### config.mk
export PLATFORM = sky130hd
export DESIGN_NAME = toeplitz_ctrl
export DESIGN_NICKNAME = d
export VERILOG_FILES = /design/src/rtl/toeplitz_ctrl.sv
export SDC_FILE = /design/constraint.sdc
export NUM_CORES = 1
export LEC_CHECK = 0
export CAP_MARGIN = 20
export CORE_AREA = 4 4 285 287
export DETAILED_ROUTE_END_ITERATION = 12
export DIE_AREA = 0 0 289 291
export GPL_TIMING_DRIVEN = 0
export SYNTH_ARGS = -nofsm -noshare
export SYNTH_HDL_FRONTEND = slang
export SYNTH_SLANG_ARGS = --single-unit
### constraint.sdc
create_clock -name clk -period 2.27 [get_ports clk]
set_clock_uncertainty 0.15 [all_clocks]
set_input_delay 0.454 -clock clk [delete_from_list [all_inputs] [get_ports clk]]
set_output_delay 0.454 -clock clk [all_outputs]
set_load 0.05 [all_outputs]
### src/rtl/toeplitz_ctrl.sv
// toeplitz_ctrl
//   Sequencer for the Toeplitz column generator (gencol). It loads the
//   matrix seed (first row of N bits, then first column of L bits) from a
//   BS-bit word stream, primes gencol with a one-cycle engine reset, and
//   then runs one pass of N/STRIDE columns per start request. Each valid
//   column is tagged with its index.
//
// Ports
//   clk         in   clock
//   reset       in   synchronous active-high reset
//   seed_data   in   BS-bit seed word
//   seed_valid  in   seed word valid
//   seed_ready  out  controller accepts a seed word (LOAD_ROW / LOAD_COL)
//   reseed      in   pulse: discard the seed and reload from row word 0
//   start       in   request one pass (honoured in READY only)
//   row0        out  first row to gencol (N bits)
//   rrow0       out  bit-reversed row0, rrow0[i] = row0[N-1-i]
//   col0        out  first column to gencol (L bits)
//   eng_reset   out  gencol reset: reset OR state PRIME
//   busy        out  PRIME or RUN
//   col_valid   out  gencol column is valid this cycle
//   col_idx     out  index of the current column
//   block_done  out  one-cycle pulse on the last column of a pass
//   pass_cnt    out  completed passes, wraps at 2^PCW
//
// Configuration macro
//   TOEPLITZ_CONT_EN : when defined, start held high in the last RUN cycle
//                      keeps the controller in RUN with no PRIME cycle.

module toeplitz_ctrl #(
   parameter int BS     = 64,
   parameter int N      = 256,
   parameter int L      = 128,
   parameter int STRIDE = 1,
   parameter int PCW    = 16
) (
   input  logic                          clk,
   input  logic                          reset,
   input  logic [BS-1:0]                 seed_data,
   input  logic                          seed_valid,
   output logic                          seed_ready,
   input  logic                          reseed,
   input  logic                          start,
   output logic [N-1:0]                  row0,
   output logic [N-1:0]                  rrow0,
   output logic [L-1:0]                  col0,
   output logic                          eng_reset,
   output logic                          busy,
   output logic                          col_valid,
   output logic [$clog2(N/STRIDE)-1:0]   col_idx,
   output logic                          block_done,
   output logic [PCW-1:0]                pass_cnt
);

   localparam int NW   = N / BS;
   localparam int LW   = L / BS;
   localparam int MAXW = (NW > LW) ? NW : LW;
   localparam int WCW  = (MAXW > 1) ? $clog2(MAXW) : 1;
   localparam int CIW  = $clog2(N / STRIDE);
   localparam logic [CIW-1:0] LAST_IDX = CIW'(N / STRIDE - 1);

   typedef enum logic [2:0] {
      S_LOAD_ROW,
      S_LOAD_COL,
      S_READY,
      S_PRIME,
      S_RUN
   } state_t;

   state_t           r_state;
   state_t           w_nextState;
   logic [WCW-1:0]   r_wordCnt;
   logic [N-1:0]     r_row0;
   logic [L-1:0]     r_col0;
   logic [CIW-1:0]   r_colIdx;
   logic [PCW-1:0]   r_passCnt;
   logic             w_xfer;
   logic             w_lastRowWord;
   logic             w_lastColWord;
   logic             w_lastCol;

   assign w_xfer        = seed_valid & seed_ready;
   assign w_lastRowWord = (r_wordCnt == WCW'(NW - 1));
   assign w_lastColWord = (r_wordCnt == WCW'(LW - 1));
   assign w_lastCol     = (r_colIdx == LAST_IDX);

   // Next-state decode plus the state-derived outputs. reseed has priority
   // over both seed transfers and start; it is ignored while busy.
   always_comb begin
      w_nextState = r_state;
      seed_ready  = 1'b0;
      busy        = 1'b0;
      col_valid   = 1'b0;
      block_done  = 1'b0;
      case (r_state)
         S_LOAD_ROW: begin
            seed_ready = 1'b1;
            if (reseed)
               w_nextState = S_LOAD_ROW;
            else if (w_xfer && w_lastRowWord)
               w_nextState = S_LOAD_COL;
         end
         S_LOAD_COL: begin
            seed_ready = 1'b1;
            if (reseed)
               w_nextState = S_LOAD_ROW;
            else if (w_xfer && w_lastColWord)
               w_nextState = S_READY;
         end
         S_READY: begin
            if (reseed)
               w_nextState = S_LOAD_ROW;
            else if (start)
               w_nextState = S_PRIME;
         end
         S_PRIME: begin
            busy        = 1'b1;
            w_nextState = S_RUN;
         end
         S_RUN: begin
            busy      = 1'b1;
            col_valid = 1'b1;
            if (w_lastCol) begin
               block_done = 1'b1;
`ifdef TOEPLITZ_CONT_EN
               w_nextState = start ? S_RUN : S_READY;
`else
               w_nextState = S_READY;
`endif
            end
         end
         default: w_nextState = S_LOAD_ROW;
      endcase
   end

   // State register, seed word counter and seed storage, column index and
   // pass counter. A word arriving in the same cycle as reseed is dropped.
   always_ff @(posedge clk) begin
      if (reset) begin
         r_state   <= S_LOAD_ROW;
         r_wordCnt <= '0;
         r_row0    <= '0;
         r_col0    <= '0;
         r_colIdx  <= '0;
         r_passCnt <= '0;
      end else begin
         r_state <= w_nextState;
         if (reseed && (r_state == S_LOAD_ROW || r_state == S_LOAD_COL ||
                        r_state == S_READY)) begin
            r_wordCnt <= '0;
         end else if (w_xfer) begin
            if ((r_state == S_LOAD_ROW && w_lastRowWord) ||
                (r_state == S_LOAD_COL && w_lastColWord))
               r_wordCnt <= '0;
            else
               r_wordCnt <= r_wordCnt + 1'b1;
            for (int k = 0; k < NW; k++) begin
               if (r_state == S_LOAD_ROW && r_wordCnt == WCW'(k))
                  r_row0[k*BS +: BS] <= seed_data;
            end
            for (int k = 0; k < LW; k++) begin
               if (r_state == S_LOAD_COL && r_wordCnt == WCW'(k))
                  r_col0[k*BS +: BS] <= seed_data;
            end
         end
         if (r_state == S_PRIME) begin
            r_colIdx <= '0;
         end else if (r_state == S_RUN) begin
            r_colIdx <= w_lastCol ? '0 : r_colIdx + 1'b1;
            if (w_lastCol)
               r_passCnt <= r_passCnt + 1'b1;
         end
      end
   end

   // The reversed row is pure wiring, so it tracks row0 with no extra delay.
   always_comb begin
      rrow0 = '0;
      for (int i = 0; i < N; i++)
         rrow0[i] = r_row0[N-1-i];
   end

   assign row0      = r_row0;
   assign col0      = r_col0;
   assign col_idx   = r_colIdx;
   assign pass_cnt  = r_passCnt;
   assign eng_reset = reset | (r_state == S_PRIME);

endmodule

# Word level (Yosys, flattened, before mapping)
# Index checks and enable logic that the tools add are counted.
dict set report op_classes {
  addsub 3
  n_eq_ne 12
  muxes 15
  bitwise_logic 4
  reduce_logical 26
}
# operator n
set op_table {}
lappend op_table {{$mux 3} 7}
lappend op_table {{$reduce_and 3->1} 7}
lappend op_table {{$add 16x1->16 const B} 1}
lappend op_table {{$pmux 3 s5} 1}
lappend op_table {{$logic_and 1x1->1} 9}
lappend op_table {{$ne 3x3->1 const B} 3}
lappend op_table {{$add 8x1->8 const B} 1}
lappend op_table {{$eq 8x8->1 const B} 1}
lappend op_table {{$mux 8} 1}
lappend op_table {{$reduce_or 2->1} 4}
lappend op_table {{$eq 3x2->1 const B} 2}
lappend op_table {{$mux 1} 5}
lappend op_table {{$eq 2x2->1 const B} 2}
lappend op_table {{$reduce_and 4->1} 1}
lappend op_table {{$eq 3x1->1 const B} 1}
lappend op_table {{$eq 3x3->1 const B} 1}
lappend op_table {{$logic_not 3->1} 1}
lappend op_table {{$logic_or 1x1->1} 3}
lappend op_table {{$add 2x1->2 const B} 1}
lappend op_table {{$eq 2x1->1 const B} 1}
lappend op_table {{$logic_not 2->1} 1}
lappend op_table {{$mux 2} 1}
lappend op_table {{$ne 2x2->1 const B} 1}
lappend op_table {{$not 1->1} 2}
lappend op_table {{2 further kinds} 2}
dict set report word_totals {
  regBits 413
}

# Longest topological paths before layout
dict set report depth {
  ltp_word 8
  depth_mapped 9
  mapped_depth_nobuf 7
}

# Least setup slack after synthesis
# Ideal clock, no wire load.
dict set report synth_timing {
  path_type {register -> register}
  from {register r_colIdx[0] (netlist: col_idx[0])}
  to {register r_passCnt[12] (netlist: pass_cnt[12])}
  setup_ns 0.128
  arrival_ns 2.273
  path_slack_ns -0.281
  stages_incl_launch_ff 9
  path_buffers 1
  synth_period_minus_slack_ns 2.551
  cell_sequence {dfxtp_1 -> ha_1 -> nand2_1 -> or4_4 -> inv_1 -> buf_2 -> nand4_1 -> xor2_1 -> nor2_1}
}
dict set report synth_between {
  elab_chain_cells 2
}
# element line
set synth_rtl {}
lappend synth_rtl {{from (decl)} 75} ;# logic [CIW-1:0] r_colIdx;
lappend synth_rtl {{from (signal assigned)} 169} ;# r_colIdx <= w_lastCol ? '0 : r_colIdx + 1'b1;
lappend synth_rtl {{$eq 8x8->1} 85} ;# assign w_lastCol = (r_colIdx == LAST_IDX);
lappend synth_rtl {{$reduce_and 3->1 (no line)} n/a}
lappend synth_rtl {{to (signal assigned)} 171} ;# r_passCnt <= r_passCnt + 1'b1;
lappend synth_rtl {{to (decl)} 76} ;# logic [PCW-1:0] r_passCnt;
# Every way passes these cells.
# A chain may end at the register's enable or synchronous reset.

# Worst setup path in the final report
dict set report layout_timing {
  from {register r_state[1]}
  to {output block_done}
}
dict set report layout_between {
  elab_chain_cells 2
}
# element line
set layout_rtl {}
lappend layout_rtl {{from (decl)} 70} ;# state_t r_state;
lappend layout_rtl {{from (signal assigned)} 147} ;# r_state <= w_nextState;
lappend layout_rtl {{$eq 3x3->1} 95} ;# case (r_state)
lappend layout_rtl {{$mux 1} 95}
lappend layout_rtl {{to (decl)} 51} ;# output logic block_done,
# Every way passes these cells.

==> impl_metrics.py <==
metrics = {
    "floorplanning": {
        "core_area_sq_um": 78600,
        "dieArea_sq_um": 84100,
        "rows": 103,
        "ios": 738,
        "chipWidth_um": 289,
        "initial_core_util": 0.209,
        "die_h_um": 291,
    },
    "timing": {
        "worst_slew_pin_slew_ns": 1.03,
        "min_period_over_period": 1.20,
        "fin_ws_ns": -0.455,
        "hold_viol_final": 0,
        "whs_ns": 0.299,
        "slew_viol_final": 0,
        "setup_viol": 160,
        "slew_headroom": 0.311,
        "max_freq_mhz": 367,
        "rsz0062_at_grt": "true",
        "min_period_ns": 2.73,
        "setup_tns_ns": -8.96,
    },
    "synth": {
        "async_flop_share": 0,
        "synthesis.area_sq_um": 16400,
        "netlist_top_cells_area": "dfxtp_1, nand2_1, a21oi_1, buf_4, clkbuf_1",
        "yosysMostFrequentCell": "nand2_1",
        "avgSynthCellArea_sq_um": 7.83,
        "ys_seq_elements": 413,
        "ys_seq_area_frac": 0.503,
        "synth_commonest_cells": "nand2_1, dfxtp_1, a21oi_1",
        "synthDistinctLibCells": 35,
        "syn_nets": 2173,
        "synthCells": 2098,
        "synth_edf_count": 0,
        "synth.top_cell.area_share": 0.503,
        "synth-main-ff-cell": "dfxtp_1",
        "synth_warnings": 0,
        "yosys.area.top_type": "dfxtp_1",
    },
    "cts": {
        "root_buffer": "clkbuf_16",
        "path_clk_slew_ns": 0.07,
        "h-tree-depth": 2,
        "cts_buffers": 46,
        "clockBufferDepth": 3,
        "cts_tree": "done",
        "clkLatencyLatePin_ns": 0.57,
        "clock-sinks": 413,
    },
    "setup_path": {
        "worst-path-max-fanout": 3,
        "slowest_delay_ns": 0.56,
        "required_ns": 1.67,
        "crit_path_top_delay_cell": "or4_4",
        "critical_path.cell_chain": "or3b_4 -> or4_4 -> inv_4 -> buf_8",
        "worstSetupPathType": "register to primary output",
        "crit_path_end_kind": "primary output",
        "worst_setup_path_start_kind": "register",
        "cp.arrival_ns": 2.12,
    },
    "placed_design": {
        "placed_cell_area_sq_um": 25200,
        "place_hpwl_um": 61000,
        "gp_congestion": 0.816,
        "post-place-ws_ns": -1.36,
        "port_buffers": 736,
        "dp_cells": 3889,
    },
    "cells_and_area": {
        "fin_cells": 4048,
        "fillers": 8274,
        "final_layout_size_suffix_gt1_frac": 0.254,
        "fin_area_sq_um": 29000,
        "nets": 3036,
        "seqCellArea_sq_um": 8280,
        "final_util": 0.369,
        "syn_to_final_growth_pct": 76.8,
        "multi_input_area_sq_um": 6700,
    },
    "flow_run": {
        "drv_cap": 0,
    },
    "grt": {
        "grt_pass1_vias": 16400,
        "grt_max_degree": 17,
        "grt_overflow": 0,
        "grt_pass1_wl_um": 113000,
        "gr-usage-all-layers": 0.182,
        "antenna_found_initial": 2,
    },
    "routing": {
        "first_pass_iters": 5,
        "via_per_inst": 4.25,
        "via_count": 17200,
        "drt_iter0_drc": 1035,
        "drc": 0,
        "wire_per_inst_um": 20.8,
        "wirelength_um": 84300,
        "antenna_left": 0,
    },
    "power": {
        "powerDensity_nw_per_um2": 603,
        "power_leakage_nw": 13.8,
        "total_power_mw": 17.5,
        "irDropWorstVdd_mv": 0.428,
    },
    "outcome": {
        "violations": "setup timing",
        "status": "complete, but fails checks",
    },
    "hold_path": {
        "hold_path.class": "register to register",
    },
}
worst paths after layout:
check,start,slack [ns],endpoint,cells past startpoint
min,col0[92],0.30,col0[92],2
max reg2reg,r_state[2],-0.16,row0[10],12
max,r_state[1],-0.46,block_done,4
min reg2reg,col0[92],0.30,col0[92],2
critical path, delay by kind of cell, from the launching register on:
family,cells,cell delay [ns]
and+or+nand+nor,2,0.96
DFF,1,0.35
buffers and inverters,2,0.24
cells in the final DEF, fill, tap and decap left out, types with 6 or more instances in the layout:
| master | instances |
|---|---|
| clkdlybuf4s15_1 | 32 |
| dfxtp_1 | 404 |
| buf_12 | 32 |
| clkbuf_2 | 10 |
| clkbuf_8 | 19 |
| nor2_1 | 26 |
| a21oi_1 | 291 |
| nor3_4 | 6 |
| buf_6 | 24 |
| clkdlybuf4s50_1 | 67 |
| dfxtp_2 | 7 |
| clkbuf_16 | 70 |
| dlygate4sd2_1 | 595 |
| clkdlybuf4s15_2 | 36 |
| a21oi_2 | 101 |
| clkinv_2 | 6 |
| nand4_1 | 7 |
| nand3_1 | 7 |
| xnor2_1 | 9 |
| buf_4 | 286 |
| buf_16 | 7 |
| xor2_1 | 9 |
| and2_4 | 6 |
| nand2_4 | 46 |
| clkbuf_1 | 58 |
| buf_8 | 24 |
| nand2_2 | 47 |
| nand2_1 | 696 |
power by group:
part,internal (mW),switching [mW]
clock network,4.65,3.14
logic,0.748,1.51
registers,7.35,0.107
total,12.7,4.75
cell families (layout without fill, tap and decap cells):
logic type	count (synthesis)	in the layout	share of synthesized area
other	0	3	0
adders and majority gates	6	6	0.00457
AOI/OAI and AO/OA	402	402	0.124
DFF	413	413	0.503
xor gates and xnor gates	18	18	0.00960
muxes	3	3	0.00183
and+or+nand+nor	865	867	0.205
buffers and inverters	391	1286	0.151
flip-flops by register name (all words and copies together), names as in the netlist:
name / flops
r_wordCnt: 2
col0: 128
col_idx: 8
row0: 256
pass_cnt: 16
r_state: 3
final cells by class:
cell class                 count  share of cell area
buffer                       378               0.108
multi-input combinational   1296               0.231
inverter                       6            0.000991
tap                         1050              0.0452
clock inverter                13             0.00599
sequential                   413               0.285
timing repair buffer         820               0.276
antenna                        3            0.000258
clock buffer                  69              0.0476
timing repair:
action                                 4_1_cts  5_1_grt
hold buffers                                 0        0
endpoints found under the hold margin        0        0
gates resized for setup                   1078      300
setup endpoints to repair                 1067      432
setup buffers                               41       23
pin swaps                                   36       66
gates cloned                                11       17
routing by layer:
| layer | track usage | vias up | share of wire |
|---|---|---|---|
| met4 | 0.0475 | 0 | 0.023 |
| met1 | 0.216 | 8238 | 0.40 |
| met3 | 0.0421 | 108 | 0.070 |
| li1 | - | 8244 | - |
| met2 | 0.328 | 614 | 0.50 |
| met5 | 0 | - | 0 |
No activity file was read; power rests on OpenSTA's default activity.
